<file path="src/rtl/if_id_queue.sv">
// if_id_queue: fetch/decode boundary buffer.
// A DEPTH-entry FIFO of {pc, inst} pairs with valid/ready handshakes on both
// sides. Branch redirects from EX or ID discard every entry. The global rdy
// input freezes all state. Output is show-ahead: the head entry is driven
// combinationally and forced to zero when the queue is empty.
// Optional build macro IFID_STATS_EN adds flush_drop_cnt / full_stall_cnt.
module if_id_queue #(
    parameter int ADDR_W = 32,
    parameter int INST_W = 32,
    parameter int DEPTH  = 4,
    parameter int CNT_W  = $clog2(DEPTH) + 1
) (
    input  logic              clk,
    input  logic              rst,
    input  logic              rdy,
    input  logic              flush_ex,
    input  logic              flush_id,
    input  logic              if_valid,
    input  logic [ADDR_W-1:0] if_pc,
    input  logic [INST_W-1:0] if_inst,
    output logic              if_ready,
    output logic              id_valid,
    output logic [ADDR_W-1:0] id_pc,
    output logic [INST_W-1:0] id_inst,
    input  logic              id_ready,
`ifdef IFID_STATS_EN
    output logic [31:0]       flush_drop_cnt,
    output logic [31:0]       full_stall_cnt,
`endif
    output logic [CNT_W-1:0]  count
);

    localparam int PTR_W = $clog2(DEPTH);
    localparam int ENT_W = ADDR_W + INST_W;

    logic [ENT_W-1:0] mem_r [DEPTH];
    logic [PTR_W-1:0] wr_ptr_r;
    logic [PTR_W-1:0] rd_ptr_r;
    logic [CNT_W-1:0] count_r;

    logic [PTR_W-1:0] wr_ptr_nxt_s;
    logic [PTR_W-1:0] rd_ptr_nxt_s;
    logic [CNT_W-1:0] count_nxt_s;
    logic             flush_s;
    logic             push_s;
    logic             pop_s;
    logic             wr_en_s;
    logic [ENT_W-1:0] head_s;

    // Handshake decode; ready/valid depend only on the registered occupancy
    always_comb begin
        if_ready = (count_r != CNT_W'(DEPTH));
        id_valid = (count_r != {CNT_W{1'b0}});
        flush_s  = flush_ex | flush_id;
        push_s   = if_valid & if_ready;
        pop_s    = id_valid & id_ready;
        wr_en_s  = rdy & ~rst & ~flush_s & push_s;
        count    = count_r;
    end

    // Next-state for pointers and occupancy: hold on !rdy, clear on flush
    always_comb begin
        wr_ptr_nxt_s = wr_ptr_r;
        rd_ptr_nxt_s = rd_ptr_r;
        count_nxt_s  = count_r;
        if (!rdy) begin
            wr_ptr_nxt_s = wr_ptr_r;
            rd_ptr_nxt_s = rd_ptr_r;
            count_nxt_s  = count_r;
        end else if (flush_s) begin
            wr_ptr_nxt_s = {PTR_W{1'b0}};
            rd_ptr_nxt_s = {PTR_W{1'b0}};
            count_nxt_s  = {CNT_W{1'b0}};
        end else begin
            // Pointers wrap naturally because DEPTH is a power of two
            if (push_s) begin
                wr_ptr_nxt_s = wr_ptr_r + PTR_W'(1);
            end else begin
                wr_ptr_nxt_s = wr_ptr_r;
            end
            if (pop_s) begin
                rd_ptr_nxt_s = rd_ptr_r + PTR_W'(1);
            end else begin
                rd_ptr_nxt_s = rd_ptr_r;
            end
            case ({push_s, pop_s})
                2'b10:   count_nxt_s = count_r + CNT_W'(1);
                2'b01:   count_nxt_s = count_r - CNT_W'(1);
                default: count_nxt_s = count_r;
            endcase
        end
    end

    // Pointer and occupancy registers with synchronous reset
    always_ff @(posedge clk) begin
        if (rst) begin
            wr_ptr_r <= {PTR_W{1'b0}};
            rd_ptr_r <= {PTR_W{1'b0}};
            count_r  <= {CNT_W{1'b0}};
        end else begin
            wr_ptr_r <= wr_ptr_nxt_s;
            rd_ptr_r <= rd_ptr_nxt_s;
            count_r  <= count_nxt_s;
        end
    end

    // Entry storage; contents are don't-care once the pointers are cleared
    always_ff @(posedge clk) begin
        if (wr_en_s) begin
            mem_r[wr_ptr_r] <= {if_pc, if_inst};
        end
    end

    // Show-ahead head entry, zeroed (bubble) when the queue is empty
    always_comb begin
        head_s = mem_r[rd_ptr_r];
        if (id_valid) begin
            id_pc   = head_s[ENT_W-1:INST_W];
            id_inst = head_s[INST_W-1:0];
        end else begin
            id_pc   = {ADDR_W{1'b0}};
            id_inst = {INST_W{1'b0}};
        end
    end

`ifdef IFID_STATS_EN
    logic [31:0] flush_drop_cnt_r;
    logic [31:0] full_stall_cnt_r;

    // Statistics: entries lost to redirects and cycles fetch was blocked
    always_ff @(posedge clk) begin
        if (rst) begin
            flush_drop_cnt_r <= 32'd0;
            full_stall_cnt_r <= 32'd0;
        end else if (rdy) begin
            if (flush_s) begin
                flush_drop_cnt_r <= flush_drop_cnt_r + 32'(count_r);
            end
            if (if_valid && !if_ready) begin
                full_stall_cnt_r <= full_stall_cnt_r + 32'd1;
            end
        end
    end

    // Expose the statistics registers
    always_comb begin
        flush_drop_cnt = flush_drop_cnt_r;
        full_stall_cnt = full_stall_cnt_r;
    end
`endif

endmodule

</file>
<file path="config.mk">
export PLATFORM = sky130hd
export DESIGN_NAME = if_id_queue
export DESIGN_NICKNAME = d
export VERILOG_FILES = /design/src/rtl/if_id_queue.sv
export SDC_FILE = /design/constraint.sdc
export NUM_CORES = 1
export LEC_CHECK = 0
export CORE_MARGIN = 1
export CORE_UTILIZATION = 40
export CTS_CLUSTER_SIZE = 20
export DETAILED_ROUTE_END_ITERATION = 8
export SLEW_MARGIN = 25
export SYNTH_ARGS = -nofsm -noshare
export SYNTH_HDL_FRONTEND = slang
export SYNTH_SLANG_ARGS = --single-unit
</file>
<file path="constraint.sdc">
create_clock -name clk -period 5.9 [get_ports clk]
set_input_delay 0.59 -clock clk [delete_from_list [all_inputs] [get_ports clk]]
set_output_delay 0.59 -clock clk [all_outputs]
set_load 0.05 [all_outputs]
</file>
# Yosys cells after proc, flatten, opt, wreduce, memory -nomap -nowiden
# Memories as Yosys holds them, arrays and structs flattened. A register that Yosys moved wholly into a read port is not among the register bits.
# Index checks and enable logic that the tools add are counted.
[op_classes] n_addsub=4 eq_ne=3 muxes=12 bitwise_logic=8 reduce_logical=7
[op_table] cell="$mux 32" n=2
[op_table] cell="$mux 2" n=6
[op_table] cell="$pmux 3 s2" n=1
[op_table] cell="$reduce_and 2->1" n=3
[op_table] cell="$reduce_bool 3->1" n=2
[op_table] cell="$and 1x1->1" n=5
[op_table] cell="$add 2x1->2 const B" n=2
[op_table] cell="$reduce_bool 2->1" n=2
[op_table] cell="$add 3x1->3 const B" n=1
[op_table] cell="$mux 3" n=1
[op_table] cell="$ne 3x3->1 const B" n=1
[op_table] cell="$sub 3x1->3 const B" n=1
[op_table] cell="$eq 2x1->1 const B" n=1
[op_table] cell="$eq 2x2->1 const B" n=1
[op_table] cell="$mux 1" n=2
[op_table] cell="$not 1->1" n=2
[op_table] cell="$or 1x1->1" n=1
[totals] reg_bits=7 mem_bits_rw=256 elab_cells=38 memories=1
[memory_table] memory="mem_r" words=4 word_bits=64 rd=1 rd_ports_with_merged_regs=1 wr=1 line_no="36" text="logic [ENT_W-1:0] mem_r [DEPTH];"

# Depth between registers and ports, before layout
# Gate-level depths: netlist (run 1).
[depth] ltp_word=6 depth_mapped=9 ltp_nobuf=8

# Least setup slack after synthesis (run 1)
# OpenSTA, ideal clock, no wires.
[synth_timing] path_type="register to register" startpoint="register count_r[0], in the netlist count[0]" endpoint="memory mem_r[0][0] (netlist name), enable pin" t_arrival_ns=3.316 t_required_ns=5.471 setup_slack_ns=2.155 stages_incl_launch_ff=7 path_cell_list="dfxtp_1 > buf_6 > or3b_1 > clkbuf_1 > nand3_1 > nor2_1 > and2_1"
[synth_between] elab_chain_cells=5
[synth_lines] item="start, declared" line_no="39" text="logic [CNT_W-1:0] count_r;"
[synth_lines] item="start signal, assigned" line_no="99" text="count_r <= {CNT_W{1'b0}};"
[synth_lines] item="start signal, assigned" line_no="103" text="count_r <= count_nxt_s;"
[synth_lines] item="$ne 3x3->1" line_no="52" text="if_ready = (count_r != CNT_W'(DEPTH));"
[synth_lines] item="named net if_ready" line_no="21" text="output logic if_ready,"
[synth_lines] item="$and 1x1->1" line_no="55" text="push_s = if_valid & if_ready;"
[synth_lines] item="$and 1x1->1" line_no="57" text="wr_en_s = rdy & ~rst & ~flush_s & push_s;"
[synth_lines] item="$mux 1" line_no="109" text="if (wr_en_s) begin"
[synth_lines] item="$mux 1 (not written as such)" line_no="110" text="mem_r[wr_ptr_r] <= {if_pc, if_inst};"
[synth_lines] item="end, declared" line_no="36"
# The timed path passes the listed nets, and every way through them passes these cells.

==> out/metrics.csv, run 1 <==
metric,value,unit
synthTopCellsByCount,"edfxtp_1 (256), and2_1 (68), mux4_2 (64)",
synth.most_common_cell,edfxtp_1,
cts_sinks,265,
cap_violations,0,
antenna_found_initial,2,
finalMaxSlewViolations,0,
run_status,"finished, final reports clean",
grt_pass1_wl,31070,um
ys_ff_latch,265,
die_y,162.9,um
p_seq_frac,0.546,
timing.rr.end,mem_r[1][34],
ir_drop,189.1,uV
yosysTopAreaCell,edfxtp_1,
p_clk_frac,0.419,
max_freq,243.2,MHz
finalSetupViolCount,0,
clk_latency,0.52,ns
drcViolationCount,0,
hold_viol_final,0,
clk_pin_slew_worst_paths,0.06,ns
portBuffers,139,
synth_edf_count,256,
dr_total_vias,5039,
drtPass1Iterations,4,
fillers,2039,
cts_max_level,1,
synth_fp_nets,564,
grt.total_usage,0.1548,
synth_top_area_frac,0.7420,
syn_avg_cell_area,21.23,um2
synthesis.instances,488,
power_density,293.3,nW/um2
cts_tree,yes,
fin_skew,0.007542,ns
hold_path.class,reg -> reg,
cts_resized,0,
cp.required,5.31,ns
grt_start_max_net_pins,70,
synth.cell_area,10360,um2
yosys.cell_types.count,37,
wl_per_cell,20.42,um
grt_overflow,0,
core-area,25330,um2
cts_hold_buf,0,
switching_power,737.5,uW
antenna_left,0,
crit_arrival,3.52,ns
combPwrFrac,0.035,
drive_gt1_frac,0.1887,
viasPerCell,5.131,
grt_pass1_vias,5521,
die_w,162.9,um
total_power,3790,uW
worstMarginPinSlew,1.034,ns
min_period_over_period,0.6968,
startpoint_type,flop,
cts-root-buf,clkbuf_16,
min_period,4.111,ns
dp_hpwl,11400,um
netSwitchingFraction,0.1946,
worstRegToRegCells,5,
start_util,0.4091,
gp_congestion,0.7193,
p_leak,0.004015,uW
holdPathStages,2,
critPathKind,reg -> out,
diodes,0,
min_from,rd_ptr_r[1],
cts_buffers,27,
crit_fanout,37,
max_slew_margin,0.3106,
clk_path_buf_depth,3,
syn2layout_area_growth,24.73,%
ys_top_cells_by_area,"edfxtp_1 (74%), mux4_2 (14%), and2_1 (4.1%)",
async_flop_share,0,
drt-initial-drc-count,285,
reg2reg_from,count[0],
p_int,3053,uW
drt_wl_total,20050,um
ys_warn_count,0,
synth_ff_type,edfxtp_1,
reg2reg_slack,3.51,ns
nNetsFinal,708,
die_area,26550,um2
cts_setup_buffers,0,
rsz0062_at_grt,false,
end_kind,primary output,
tns,0,ns
fp-row-count,58,
yosysSeqAreaShare,0.7594,
io_pins,140,
layout make-up:
cell class	count	area, um2	share of cell area
multi-input cells	190	2296	0.1777
flip-flops and latches	265	7875	0.6094
clock inverters	11	50.05	0.003873
well taps	330	412.9	0.03195
clock buffers	38	787.0	0.06090
inverters	4	15.01	0.001162
repair buffers	144	1486	0.1150
registers in the layout (all words and copies together), names as in the netlist, named ones only:
| register | flops |
|---|---|
| rd_ptr_r | 2 |
| mem_r | 256 |
| count | 3 |
| wr_ptr_r | 2 |
worst max-delay path by stage:
stage          startpoint     endpoint  slack, ns  depth (start not counted)
3_5_place_dp         flop    id_pc[30]       2.21                          4
2_1_floorplan    count[0]  mem_r[0][0]       2.16                          6
6_report             flop    id_pc[30]       1.79                          4
4_1_cts              flop    id_pc[30]       1.66                          4
3_3_place_gp         flop    id_pc[22]       2.22                          4
5_1_grt              flop    id_pc[30]       1.53                          4
logic make-up (layout without fill, tap and decap cells):
logic type               Yosys count  in the layout  share of synthesized area
adder cells (fa/ha/maj)            5              5                   0.006039
AO/OA/AOI/OAI                     26             26                    0.01848
buffers and inverters             33            197                    0.01993
flip-flops                       265            265                     0.7594
AND/OR/NAND/NOR                   94             94                    0.05568
multiplexers                      65             65                     0.1405
placed cells by master (no fill, tap or decap), drive strengths merged:
cell type and count:
edfxtp 256, clkdlybuf4s50 139, and2 68, mux4 64, clkbuf 38, clkinv 11
a21oi 9, dfxtp 9, nor2 8, o21ai 8, ha 5, buf 5
inv 4, nand2b 4, nand4 3, or3b 2, nand3 2, nor2b 1
or3 1, nor3b 1, or2 1, mux2i 1, o211a 1, a211oi 1
o21a 1, a2111oi 1, nand3b 1, or2b 1, nand2 1, a31oi 1
o22ai 1, a22o 1, a221oi 1, o32ai 1
routing by layer:
metal	wire length, um	global-route usage	vias up
met4	369	0.03908	2
met2	9795	0.2534	126
met3	1238	0.03310	34
met1	8630	0.2109	2625
met5	15	0	-
li1	-	-	2252
per-stage QoR:
stage          worst slack, ns  utilization  hold WS, ns  cell area, um2  cells
2_1_floorplan            2.155            -       0.4643           10360    488
3_3_place_gp             2.216       0.4737       0.4735           12000    929
3_5_place_dp             2.205       0.4772       0.4817           12090    933
4_1_cts                  1.662       0.5102       0.4885           12920    982
5_1_grt                  1.530       0.5102       0.5303           12920    982
6_report                 1.789       0.5102       0.4949           12920    982
power groups by stage:
stage          Clock (uW)  Combinational, uW  Sequential, uW
5_1_grt              1700                143            2070
3_3_place_gp            0                129            2110
6_report             1590                134            2070
2_1_floorplan           0               49.8            2110
4_1_cts              1630                135            2070
3_5_place_dp            0                134            2110
worst max-delay path: stages, from the launching register on:
cell	delay, ns
dfxtp_4	0.86
buf_4	0.62
mux4_2	0.58
and2_1	0.20
clkdlybuf4s50_1	0.71
Note: power is estimated with default switching activity, not from simulation.
==> run 2: changes to the inputs <==
==> constraint.sdc (replaced) <==
create_clock -name clk -period 4 [get_ports clk]
set_input_delay 0.4 -clock clk [delete_from_list [all_inputs] [get_ports clk]]
set_output_delay 0.4 -clock clk [all_outputs]
set_load 0.05 [all_outputs]
==> out/metrics.csv, run 2 (same netlist as run 1, synthesis figures left out) <==
metric,value,unit
run_status,"finished, final reports clean",
fillers,1998,
dr_total_vias,5053,
min_period_over_period,0.8611,
die_y,162.9,um
cp.required,3.60,ns
diodes,0,
nNetsFinal,722,
largest-register,mem_r,
syn2layout_area_growth,26.51,%
grt_start_max_net_pins,70,
clk_path_buf_depth,3,
crit_arrival,3.04,ns
crit_fanout,31,
fp-row-count,58,
clk_latency,0.53,ns
portBuffers,139,
viasPerCell,5.068,
die_w,162.9,um
finalMaxSlewViolations,0,
cap_violations,0,
power_density,449.4,nW/um2
timing.rr.end,mem_r[2][20],
cts_setup_buffers,0,
p_leak,0.004114,uW
clk_pin_slew_worst_paths,0.06,ns
drt-initial-drc-count,230,
rsz0062_at_grt,false,
grt_util_met2,0.2621,
wl_per_cell,19.91,um
worstRegToRegCells,5,
holdPathEnd,mem_r[0][4],
grt_pass1_vias,5466,
cts_max_level,1,
ir_drop,299.5,uV
reg2reg_slack,1.59,ns
cts_resized,0,
end_kind,primary output,
top_usage_layer,met2,
start_util,0.4091,
most-common-layout-cells,"edfxtp_1 (256), clkdlybuf4s50_1 (139), mux4_2 (64), and2_1 (64), clkbuf_16 (29)",
antenna_left,0,
tns,0,ns
met1_usage,0.1968,
mostFrequentLayoutCell,edfxtp_1,
io_pins,140,
grt_overflow,0,
drcViolationCount,0,
drtPass1Iterations,4,
grt_use_met3,0.03158,
multi_input_area,2296,um2
cts_hold_buf,0,
grt.total_usage,0.1533,
reg2reg_from,count[0],
hold_viol_final,0,
min_from,if_inst[4],
max_slew_margin,0.5186,
largest_reg_flops,256,
ff_latch_area,7875,um2
fin_skew,0.01368,ns
dp_hpwl,12380,um
drive_gt1_frac,0.2024,
max_freq,290.3,MHz
grt_pass1_wl,30670,um
drt_wl_total,19850,um
hold_path.class,in -> reg,
finalSetupViolCount,0,
min_period,3.445,ns
cts_buffers,28,
core-area,25330,um2
cts_sinks,265,
cts-root-buf,clkbuf_16,
holdPathStages,1,
worstMarginPinSlew,0.7221,ns
cts_tree,yes,
antenna_found_initial,0,
critPathKind,reg -> out,
die_area,26550,um2
total_power,5890,uW
gp_congestion,0.7301,
startpoint_type,flop,
## run 2: final cells by class
cell class                      count  share of cell area
Tap cell                          330             0.03150
Clock inverter                     16             0.01585
Inverter                            4            0.001146
Timing Repair Buffer              157              0.1184
Multi-Input combinational cell    190              0.1752
Sequential cell                   265              0.6009
Clock buffer                       35             0.05709
## run 2: worst max-delay path, cell delays in order, from the launching register on
cell and delay, ns:
dfxtp_4 0.78, buf_4 0.34, mux4_2 0.53, and2_1 0.17, clkdlybuf4s50_1 0.70
## run 2: worst max-delay path by stage
stage | slack (ns) | to | start | cells past startpoint
floorplan | 0.26 | mem_r[0][0] | count[0] | 6
global placement | 1.03 | id_inst[30] | flop | 4
detailed placement | 1.01 | id_inst[30] | flop | 4
CTS | 0.45 | id_inst[30] | flop | 4
global route | 0.37 | id_pc[7] | flop | 4
finish | 0.56 | id_inst[30] | flop | 4
## run 2: power by group
| part | total (uW) | switching, uW | internal [uW] |
|---|---|---|---|
| clock | 2640 | 1000 | 1640 |
| sequential | 3050 | 3.32 | 3050 |
| combinational | 196 | 101 | 95.3 |
| total | 5890 | 1100 | 4790 |
## run 2: through the flow
step	worst slack (ns)	cells	area, um2	hold WS (ns)	utilization
global route	0.3722	997	13110	0.5002	0.5175
floorplan	0.2554	488	10360	0.4643	-
detailed placement	1.014	946	12150	0.5058	0.4797
finish	0.5555	997	13110	0.5050	0.5175
CTS	0.4516	997	13110	0.4845	0.5175
global placement	1.034	946	12150	0.4698	0.4797
## run 2: layer usage
metal | part of all wire | up-vias
li1 | - | 2288
met1 | 0.42 | 2600
met2 | 0.51 | 131
met3 | 0.053 | 34
met4 | 0.021 | 0
met5 | 0 | -
